**src/rtl/writeback_arbiter_pkg.sv**
```systemverilog
// Shared register-file definitions and requester indices for the writeback arbiter.
// Also hosts the small helper used to detect contended cycles.
package riscx_pkg;
  localparam int REG_ADDR_W = 5;
  localparam int XLEN       = 32;
  localparam int WAIT_W     = 4;

  typedef enum logic [1:0] {
    REQ_ALU  = 2'd0,
    REQ_LOAD = 2'd1,
    REQ_DBG  = 2'd2
  } req_e;

  function automatic logic multi_valid(input logic [2:0] v);
    return (v[0] & v[1]) | (v[0] & v[2]) | (v[1] & v[2]);
  endfunction
endpackage

```
**src/rtl/writeback_arbiter_if.sv**
```systemverilog
// Requester handshakes plus the registered register-file write port.
// Handshake: a transfer happens on a rising edge where valid and ready are both high;
// the requester keeps valid/Rd/Data stable until then, and ready never rises without valid.
interface writeback_arbiter_if;
  import riscx_pkg::*;

  logic                  aluValid;
  logic [REG_ADDR_W-1:0] aluRd;
  logic [XLEN-1:0]       aluData;
  logic                  aluReady;
  logic                  loadValid;
  logic [REG_ADDR_W-1:0] loadRd;
  logic [XLEN-1:0]       loadData;
  logic                  loadReady;
  logic                  dbgValid;
  logic [REG_ADDR_W-1:0] dbgRd;
  logic [XLEN-1:0]       dbgData;
  logic                  dbgReady;
  logic                  writeRegister;
  logic [REG_ADDR_W-1:0] rd;
  logic [XLEN-1:0]       dataToWrite;
  logic [15:0]           conflictCount;

  modport master (
    output aluValid, aluRd, aluData, loadValid, loadRd, loadData, dbgValid, dbgRd, dbgData,
    input  aluReady, loadReady, dbgReady, writeRegister, rd, dataToWrite, conflictCount
  );

  modport slave (
    input  aluValid, aluRd, aluData, loadValid, loadRd, loadData, dbgValid, dbgRd, dbgData,
    output aluReady, loadReady, dbgReady, writeRegister, rd, dataToWrite, conflictCount
  );
endinterface

```
**src/rtl/writeback_arbiter_wait_counter.sv**
```systemverilog
// Saturating per-requester wait counter; urgent while the request is still pending
// and the counter has reached the starvation limit.
module wait_counter
  import riscx_pkg::*;
#(
  parameter int LIMIT = 4
) (
  input  logic              clock,
  input  logic              reset,
  input  logic              inc,
  input  logic              clr,
  input  logic              active,
  output logic              urgent,
  output logic [WAIT_W-1:0] count
);
  localparam logic [WAIT_W-1:0] LIMIT_V = WAIT_W'(LIMIT);

  always_ff @(posedge clock or posedge reset) begin
    if (reset) begin
      count <= '0;
    end else if (clr) begin
      count <= '0;
    end else if (inc && (count != LIMIT_V)) begin
      count <= count + 1'b1;
    end
  end

  assign urgent = active && (count == LIMIT_V);
endmodule

```
**src/rtl/writeback_arbiter.sv**
```systemverilog
// Fixed-priority arbiter for the single register-file write port, with starvation
// aging and a registered write stage feeding the register file.
module writeback_arbiter
  import riscx_pkg::*;
#(
  parameter int STARVE_LIMIT = 4
) (
  input logic               clock,
  input logic               reset,
  writeback_arbiter_if.slave bus
);
  logic [2:0]            valid;
  logic [2:0]            ready;
  logic [2:0]            urgent;
  logic [WAIT_W-1:0]     wait_alu;
  logic [WAIT_W-1:0]     wait_load;
  logic [WAIT_W-1:0]     wait_dbg;
  logic [REG_ADDR_W-1:0] sel_rd;
  logic [XLEN-1:0]       sel_data;
  logic                  wr_q;
  logic [REG_ADDR_W-1:0] rd_q;
  logic [XLEN-1:0]       data_q;
  logic [15:0]           conflict_q;

  assign valid = {bus.dbgValid, bus.loadValid, bus.aluValid};

  wait_counter #(.LIMIT(STARVE_LIMIT)) u_wait_alu (
    .clock  (clock),
    .reset  (reset),
    .inc    (valid[REQ_ALU] & ~ready[REQ_ALU]),
    .clr    (~valid[REQ_ALU] | ready[REQ_ALU]),
    .active (valid[REQ_ALU]),
    .urgent (urgent[REQ_ALU]),
    .count  (wait_alu)
  );

  wait_counter #(.LIMIT(STARVE_LIMIT)) u_wait_load (
    .clock  (clock),
    .reset  (reset),
    .inc    (valid[REQ_LOAD] & ~ready[REQ_LOAD]),
    .clr    (~valid[REQ_LOAD] | ready[REQ_LOAD]),
    .active (valid[REQ_LOAD]),
    .urgent (urgent[REQ_LOAD]),
    .count  (wait_load)
  );

  wait_counter #(.LIMIT(STARVE_LIMIT)) u_wait_dbg (
    .clock  (clock),
    .reset  (reset),
    .inc    (valid[REQ_DBG] & ~ready[REQ_DBG]),
    .clr    (~valid[REQ_DBG] | ready[REQ_DBG]),
    .active (valid[REQ_DBG]),
    .urgent (urgent[REQ_DBG]),
    .count  (wait_dbg)
  );

  // Urgent requesters win in reverse order (debug first) so the least favoured
  // source in normal priority is rescued first.
  always_comb begin
    ready = '0;
    if (urgent[REQ_DBG])       ready[REQ_DBG]  = 1'b1;
    else if (urgent[REQ_LOAD]) ready[REQ_LOAD] = 1'b1;
    else if (urgent[REQ_ALU])  ready[REQ_ALU]  = 1'b1;
    else if (valid[REQ_ALU])   ready[REQ_ALU]  = 1'b1;
    else if (valid[REQ_LOAD])  ready[REQ_LOAD] = 1'b1;
    else if (valid[REQ_DBG])   ready[REQ_DBG]  = 1'b1;
  end

  always_comb begin
    sel_rd   = '0;
    sel_data = '0;
    if (ready[REQ_DBG]) begin
      sel_rd   = bus.dbgRd;
      sel_data = bus.dbgData;
    end else if (ready[REQ_LOAD]) begin
      sel_rd   = bus.loadRd;
      sel_data = bus.loadData;
    end else if (ready[REQ_ALU]) begin
      sel_rd   = bus.aluRd;
      sel_data = bus.aluData;
    end
  end

  always_ff @(posedge clock or posedge reset) begin
    if (reset) begin
      wr_q       <= 1'b0;
      rd_q       <= '0;
      data_q     <= '0;
      conflict_q <= '0;
    end else begin
      if (|ready) begin
        rd_q   <= sel_rd;
        data_q <= sel_data;
        // x0 writes are accepted to unblock the requester but never reach the file.
        wr_q   <= (sel_rd != '0);
      end else begin
        wr_q <= 1'b0;
      end
      if (multi_valid(valid) && (conflict_q != 16'hFFFF)) begin
        conflict_q <= conflict_q + 16'd1;
      end
    end
  end

  assign bus.aluReady      = ready[REQ_ALU];
  assign bus.loadReady     = ready[REQ_LOAD];
  assign bus.dbgReady      = ready[REQ_DBG];
  assign bus.writeRegister = wr_q;
  assign bus.rd            = rd_q;
  assign bus.dataToWrite   = data_q;
  assign bus.conflictCount = conflict_q;
endmodule

```
**src/flat_wrapper.sv**
```systemverilog
// flat-port wrapper written by rule: the top's interface ports become plain ports
module writeback_arbiter_flat import riscx_pkg::*;
#(
  parameter int STARVE_LIMIT = 4
)
  (clock, reset, bus_aluValid, bus_aluRd, bus_aluData, bus_loadValid, bus_loadRd, bus_loadData, bus_dbgValid, bus_dbgRd, bus_dbgData, bus_aluReady, bus_loadReady, bus_dbgReady, bus_writeRegister, bus_rd, bus_dataToWrite, bus_conflictCount);
  writeback_arbiter_if bus_i ();
  input logic clock;
  input logic reset;
  input wire logic [$bits(bus_i.aluValid)-1:0] bus_aluValid;
  input wire logic [$bits(bus_i.aluRd)-1:0] bus_aluRd;
  input wire logic [$bits(bus_i.aluData)-1:0] bus_aluData;
  input wire logic [$bits(bus_i.loadValid)-1:0] bus_loadValid;
  input wire logic [$bits(bus_i.loadRd)-1:0] bus_loadRd;
  input wire logic [$bits(bus_i.loadData)-1:0] bus_loadData;
  input wire logic [$bits(bus_i.dbgValid)-1:0] bus_dbgValid;
  input wire logic [$bits(bus_i.dbgRd)-1:0] bus_dbgRd;
  input wire logic [$bits(bus_i.dbgData)-1:0] bus_dbgData;
  output wire logic [$bits(bus_i.aluReady)-1:0] bus_aluReady;
  output wire logic [$bits(bus_i.loadReady)-1:0] bus_loadReady;
  output wire logic [$bits(bus_i.dbgReady)-1:0] bus_dbgReady;
  output wire logic [$bits(bus_i.writeRegister)-1:0] bus_writeRegister;
  output wire logic [$bits(bus_i.rd)-1:0] bus_rd;
  output wire logic [$bits(bus_i.dataToWrite)-1:0] bus_dataToWrite;
  output wire logic [$bits(bus_i.conflictCount)-1:0] bus_conflictCount;
  assign bus_i.aluValid = bus_aluValid;
  assign bus_i.aluRd = bus_aluRd;
  assign bus_i.aluData = bus_aluData;
  assign bus_i.loadValid = bus_loadValid;
  assign bus_i.loadRd = bus_loadRd;
  assign bus_i.loadData = bus_loadData;
  assign bus_i.dbgValid = bus_dbgValid;
  assign bus_i.dbgRd = bus_dbgRd;
  assign bus_i.dbgData = bus_dbgData;
  assign bus_aluReady = bus_i.aluReady;
  assign bus_loadReady = bus_i.loadReady;
  assign bus_dbgReady = bus_i.dbgReady;
  assign bus_writeRegister = bus_i.writeRegister;
  assign bus_rd = bus_i.rd;
  assign bus_dataToWrite = bus_i.dataToWrite;
  assign bus_conflictCount = bus_i.conflictCount;
  writeback_arbiter #(.STARVE_LIMIT(STARVE_LIMIT)) u_core (.clock(clock), .reset(reset), .bus(bus_i));
endmodule
```
**config.mk**
```make
export PLATFORM = sky130hd
export DESIGN_NAME = writeback_arbiter_flat
export DESIGN_NICKNAME = d
export VERILOG_FILES = /design/src/rtl/writeback_arbiter_pkg.sv /design/src/rtl/writeback_arbiter_if.sv /design/src/rtl/writeback_arbiter_wait_counter.sv /design/src/rtl/writeback_arbiter.sv /design/src/flat_wrapper.sv
export SDC_FILE = /design/constraint.sdc
export NUM_CORES = 1
export LEC_CHECK = 0
export BUFFER_PORTS_ARGS = -buffer_cell sky130_fd_sc_hd__buf_2
export CORE_AREA = 5 5 91 101
export DETAILED_ROUTE_END_ITERATION = 7
export DIE_AREA = 0 0 96 106
export GPL_ROUTABILITY_DRIVEN = 0
export PLACE_DENSITY = 0.72
export SLEW_MARGIN = 30
export SYNTH_ARGS = -nofsm -noshare
export SYNTH_HDL_FRONTEND = slang
export SYNTH_SLANG_ARGS = --single-unit
```
**constraint.sdc**
```tcl
create_clock -name clock -period 2.87 [get_ports clock]
set_input_delay 0.287 -clock clock [delete_from_list [all_inputs] [get_ports clock]]
set_output_delay 0.287 -clock clock [all_outputs]
set_load 0.01 [all_outputs]
```
==> implementation parameters <==
Parameter                              Value

Outcome
  Status ... finished, final reports clean

Logic synthesis
  Post-synthesis net count ... 445
  Post-synth design cell area ... 3143 µm²
  Number of enable-type register cells in the synthesized netlist ... 0
  Most common flop cell mapped by yosys ... sky130_fd_sc_hd__dfrtp_1
  Netlist cell types ... 47
  Cell accounting for the most synthesized area ... sky130_fd_sc_hd__dfrtp_1
  Asr flop ratio synth ... 100.0%
  Synth Warn # ... 0
  Number of storage elements in the synthesis netlist ... 62
  Portion of synthesized cell area occupied by the leading cell type ... 49.36%
  Average footprint of a synthesized cell ... 9.701 µm²
  Most common cell in the netlist ... sky130_fd_sc_hd__dfrtp_1
  Sequential element share of the synthesized area ... 49.36%
  Ranking of synthesized cells by area ... sky130_fd_sc_hd__dfrtp_1 49%, sky130_fd_sc_hd__a22oi_1 5.3%, sky130_fd_sc_hd__nor2_1 4.8%
  Leading post-synthesis cells by instance count ... 62 x sky130_fd_sc_hd__dfrtp_1, 40 x sky130_fd_sc_hd__nor2_1, 32 x sky130_fd_sc_hd__nand2_1
  Post-Syn Instances ... 324

Setup path
  Cell family contributing the most delay on the critical path ... buffers and inverters
  Startpoint-to-endpoint class of the critical path ... flop to output pin
  Required arrival time at the worst endpoint ... 2.58 ns
  Setup crit end kind ... output pin
  Number of buffers and inverters on the critical path ... 3
  Crit path cell chain ... inv_1 -> ha_1 -> and3b_1 -> a21boi_0 -> nand2_1 -> inv_1 -> buf_2
  Startpoint Class ... flop
  Crit-path most repeated cell ... sky130_fd_sc_hd__inv_1
  Max Fanout on Critical Path ... 16
  Largest stage delay, worst path ... 0.39 ns
  Worst Path Arrival ... 2.19 ns
  Cell at the slowest stage of the critical path ... sky130_fd_sc_hd__dfrtp_1

Routing
  DRC Markers ... 0
  Total number of vias ... 3,161
  Total detailed-routing wirelength ... 10.17 mm
  Mean number of vias per cell ... 5.182
  TritonRoute pass-1 iters ... 7
  Average detailed-routed wire length per instance ... 16.68 µm
  Remaining antenna violation count after routing ... 0
  Starting DRC count in detailed routing ... 144

Die
  Horizontal die dimension ... 96 µm
  Num rows ... 35
  Floorplan Core Area ... 8145 µm²
  Initial Utilization ... 38.59%
  Area enclosed by the die boundary ... 10,180 µm²
  Vert. Die Dim ... 106 µm
  Number of I/O pins ... 173

Clocking
  Hold-fix buffers at CTS ... 0
  CTS resizes ... 0
  TritonCTS Sinks ... 62
  TritonCTS buffer count ... 9
  Max Buffers Root-to-Sink ... 2
  Skew-Pair Late Insertion Delay ... 0.35 ns
  Count of H-tree levels built during CTS ... 3
  Clock Pin Slew Worst Setup and Hold Paths ... 0.07 ns
  Post-CTS Setup Repair Bufs ... 0
  TritonCTS clock tree ... yes
  Root buffer selected by CTS ... sky130_fd_sc_hd__clkbuf_8

STA
  Hold Vio Cnt, Final ... 0
  Count of endpoints failing setup in the final report ... 0
  Fin crit share ... 86.22%
  Setup slack of the critical path after layout ... 0.3956 ns
  Slew HR ... 37.52%
  Post-Route Setup TNS ... 0 ns
  Worst setup skew after layout ... 0.01137 ns
  Transition time at the pin with the least slew margin ... 0.9373 ns
  Unrepaired setup endpoints after global routing ... no
  Max Freq ... 404.1 MHz
  Fin. max-slew vios ... 0
  Tmin final ... 2.474 ns

Finish
  Final Core Density ... 52.90%
  Final standard cell area without fillers ... 4309 µm²
  Final net count ... 615
  Relative area change from synthesis to final layout ... 37.10%
  Fraction of layout instances using a drive strength above 1 ... 41.28%
  N_diodes ... 0

Global routing
  Vias in the first global route ... 3,094
  Overflow after GRT ... 0
  Antenna violations before repair ... 0
  Maximum number of pins on one net before global-route repair ... 40
  Wire length of the first global-routing pass ... 15.01 mm
  GRT Total Usage ... 19.01%

Placed design
  Area after detailed placement ... 4070 µm²
  Worst Setup Slack post-DPL ... 0.7586 ns
  Count of input and output buffers ... 172
  HPWL after DPL ... 7.629 mm

Job
  Number of max-capacitance violations reported ... 0

Power
  Leak ... 2.159 nW
  P per Cell Area ... 592.1 nW/µm²
  Peak supply drop ... 0.0004458 V

Min path
  Type of the most critical hold path ... input port to async pin
worst register-to-register path: cells and delay by family, from the launching register on:
kind	cells	cell delay (ns)
buffers and inverters	2	0.37
adder cells (fa/ha/maj)	1	0.18
flip-flops	1	0.40
AND/OR/NAND/NOR	1	0.23
AO/OA/AOI/OAI	3	0.80
through the flow:
step	total power, mW	instances	hold slack [ns]
6_report	2.552	610	0.05535
4_1_cts	2.577	610	0.06793
2_1_floorplan	1.407	324	0.3924
3_5_place_dp	1.685	594	0.4545
3_3_place_gp	1.667	594	0.4371
5_1_grt	2.688	610	0.1200
layer usage:
| metal | up-vias | track usage [%] | share of wire [%] |
|---|---|---|---|
| met1 | 1486 | 22.26 | 39 |
| met5 | - | 0 | 0 |
| met2 | 151 | 31.77 | 48 |
| li1 | 1516 | - | - |
| met3 | 8 | 8.493 | 12 |
| met4 | 0 | 3.963 | 0.72 |
logic make-up (layout without fill, tap and decap cells):
logic type,after synthesis,after routing,synth area share (%)
adder cells (fa/ha/maj),6,6,2.349
flip-flops,62,62,49.36
XOR/XNOR,16,16,4.459
AND/OR/NAND/NOR,109,109,16.12
multiplexers,1,1,0.4776
buffers and inverters,27,202,4.857
AO/OA/AOI/OAI,103,103,22.37
worst paths after layout:
kind,startpoint,endpoint,slack [ns],cells past startpoint
min in group clock,bus_aluData[11],u_core.bus.dataToWrite[11],0.12,3
max in group asynchronous,reset,u_core.bus.dataToWrite[16],2.08,3
max,u_core.u_wait_load.count[0],bus_aluReady,0.40,7
min reg2reg,u_core.bus.conflictCount[13],u_core.bus.conflictCount[13],0.50,1
min,reset,u_core.bus.dataToWrite[11],0.06,2
max reg2reg,u_core.u_wait_dbg.count[0],u_core.bus.dataToWrite[25],0.78,7
state kept, by name, indices dropped and copies added (netlist names):
name / cells
u_core.bus.writeRegister: 1
u_core.bus.conflictCount: 16
u_core.bus.dataToWrite: 32
u_core.bus.rd: 5
u_core.u_wait_load.count: 4
u_core.u_wait_dbg.count: 4
report_power, final:
| part | leakage [nW] | switching [mW] | internal [mW] |
|---|---|---|---|
| clock network | 0.116 | 0.352 | 0.536 |
| logic | 1.28 | 0.301 | 0.264 |
| registers | 0.761 | 0.107 | 0.992 |
| total | 2.16 | 0.760 | 1.79 |
layout by cell type, fill, tap and decap left out, types with 10 or more instances in the layout:
cell type                  count
sky130_fd_sc_hd__a21oi_1      28
sky130_fd_sc_hd__a222oi_1     10
sky130_fd_sc_hd__a22oi_1      22
sky130_fd_sc_hd__buf_2       172
sky130_fd_sc_hd__clkbuf_8     11
sky130_fd_sc_hd__dfrtp_1      62
sky130_fd_sc_hd__nand2_1      32
sky130_fd_sc_hd__nand3_1      10
sky130_fd_sc_hd__nor2_1       40
sky130_fd_sc_hd__o21ai_0      21
layout make-up:
class                   instances  area (µm²)
well taps                     111       138.9
flip-flops and latches         62        1551
repair buffers                178       905.9
clock inverters                 5       81.33
multi-input cells             235        1450
fillers                       758        3836
clock buffers                  11       151.4
inverters                       8       30.03
(Power assumes the default switching activity.)
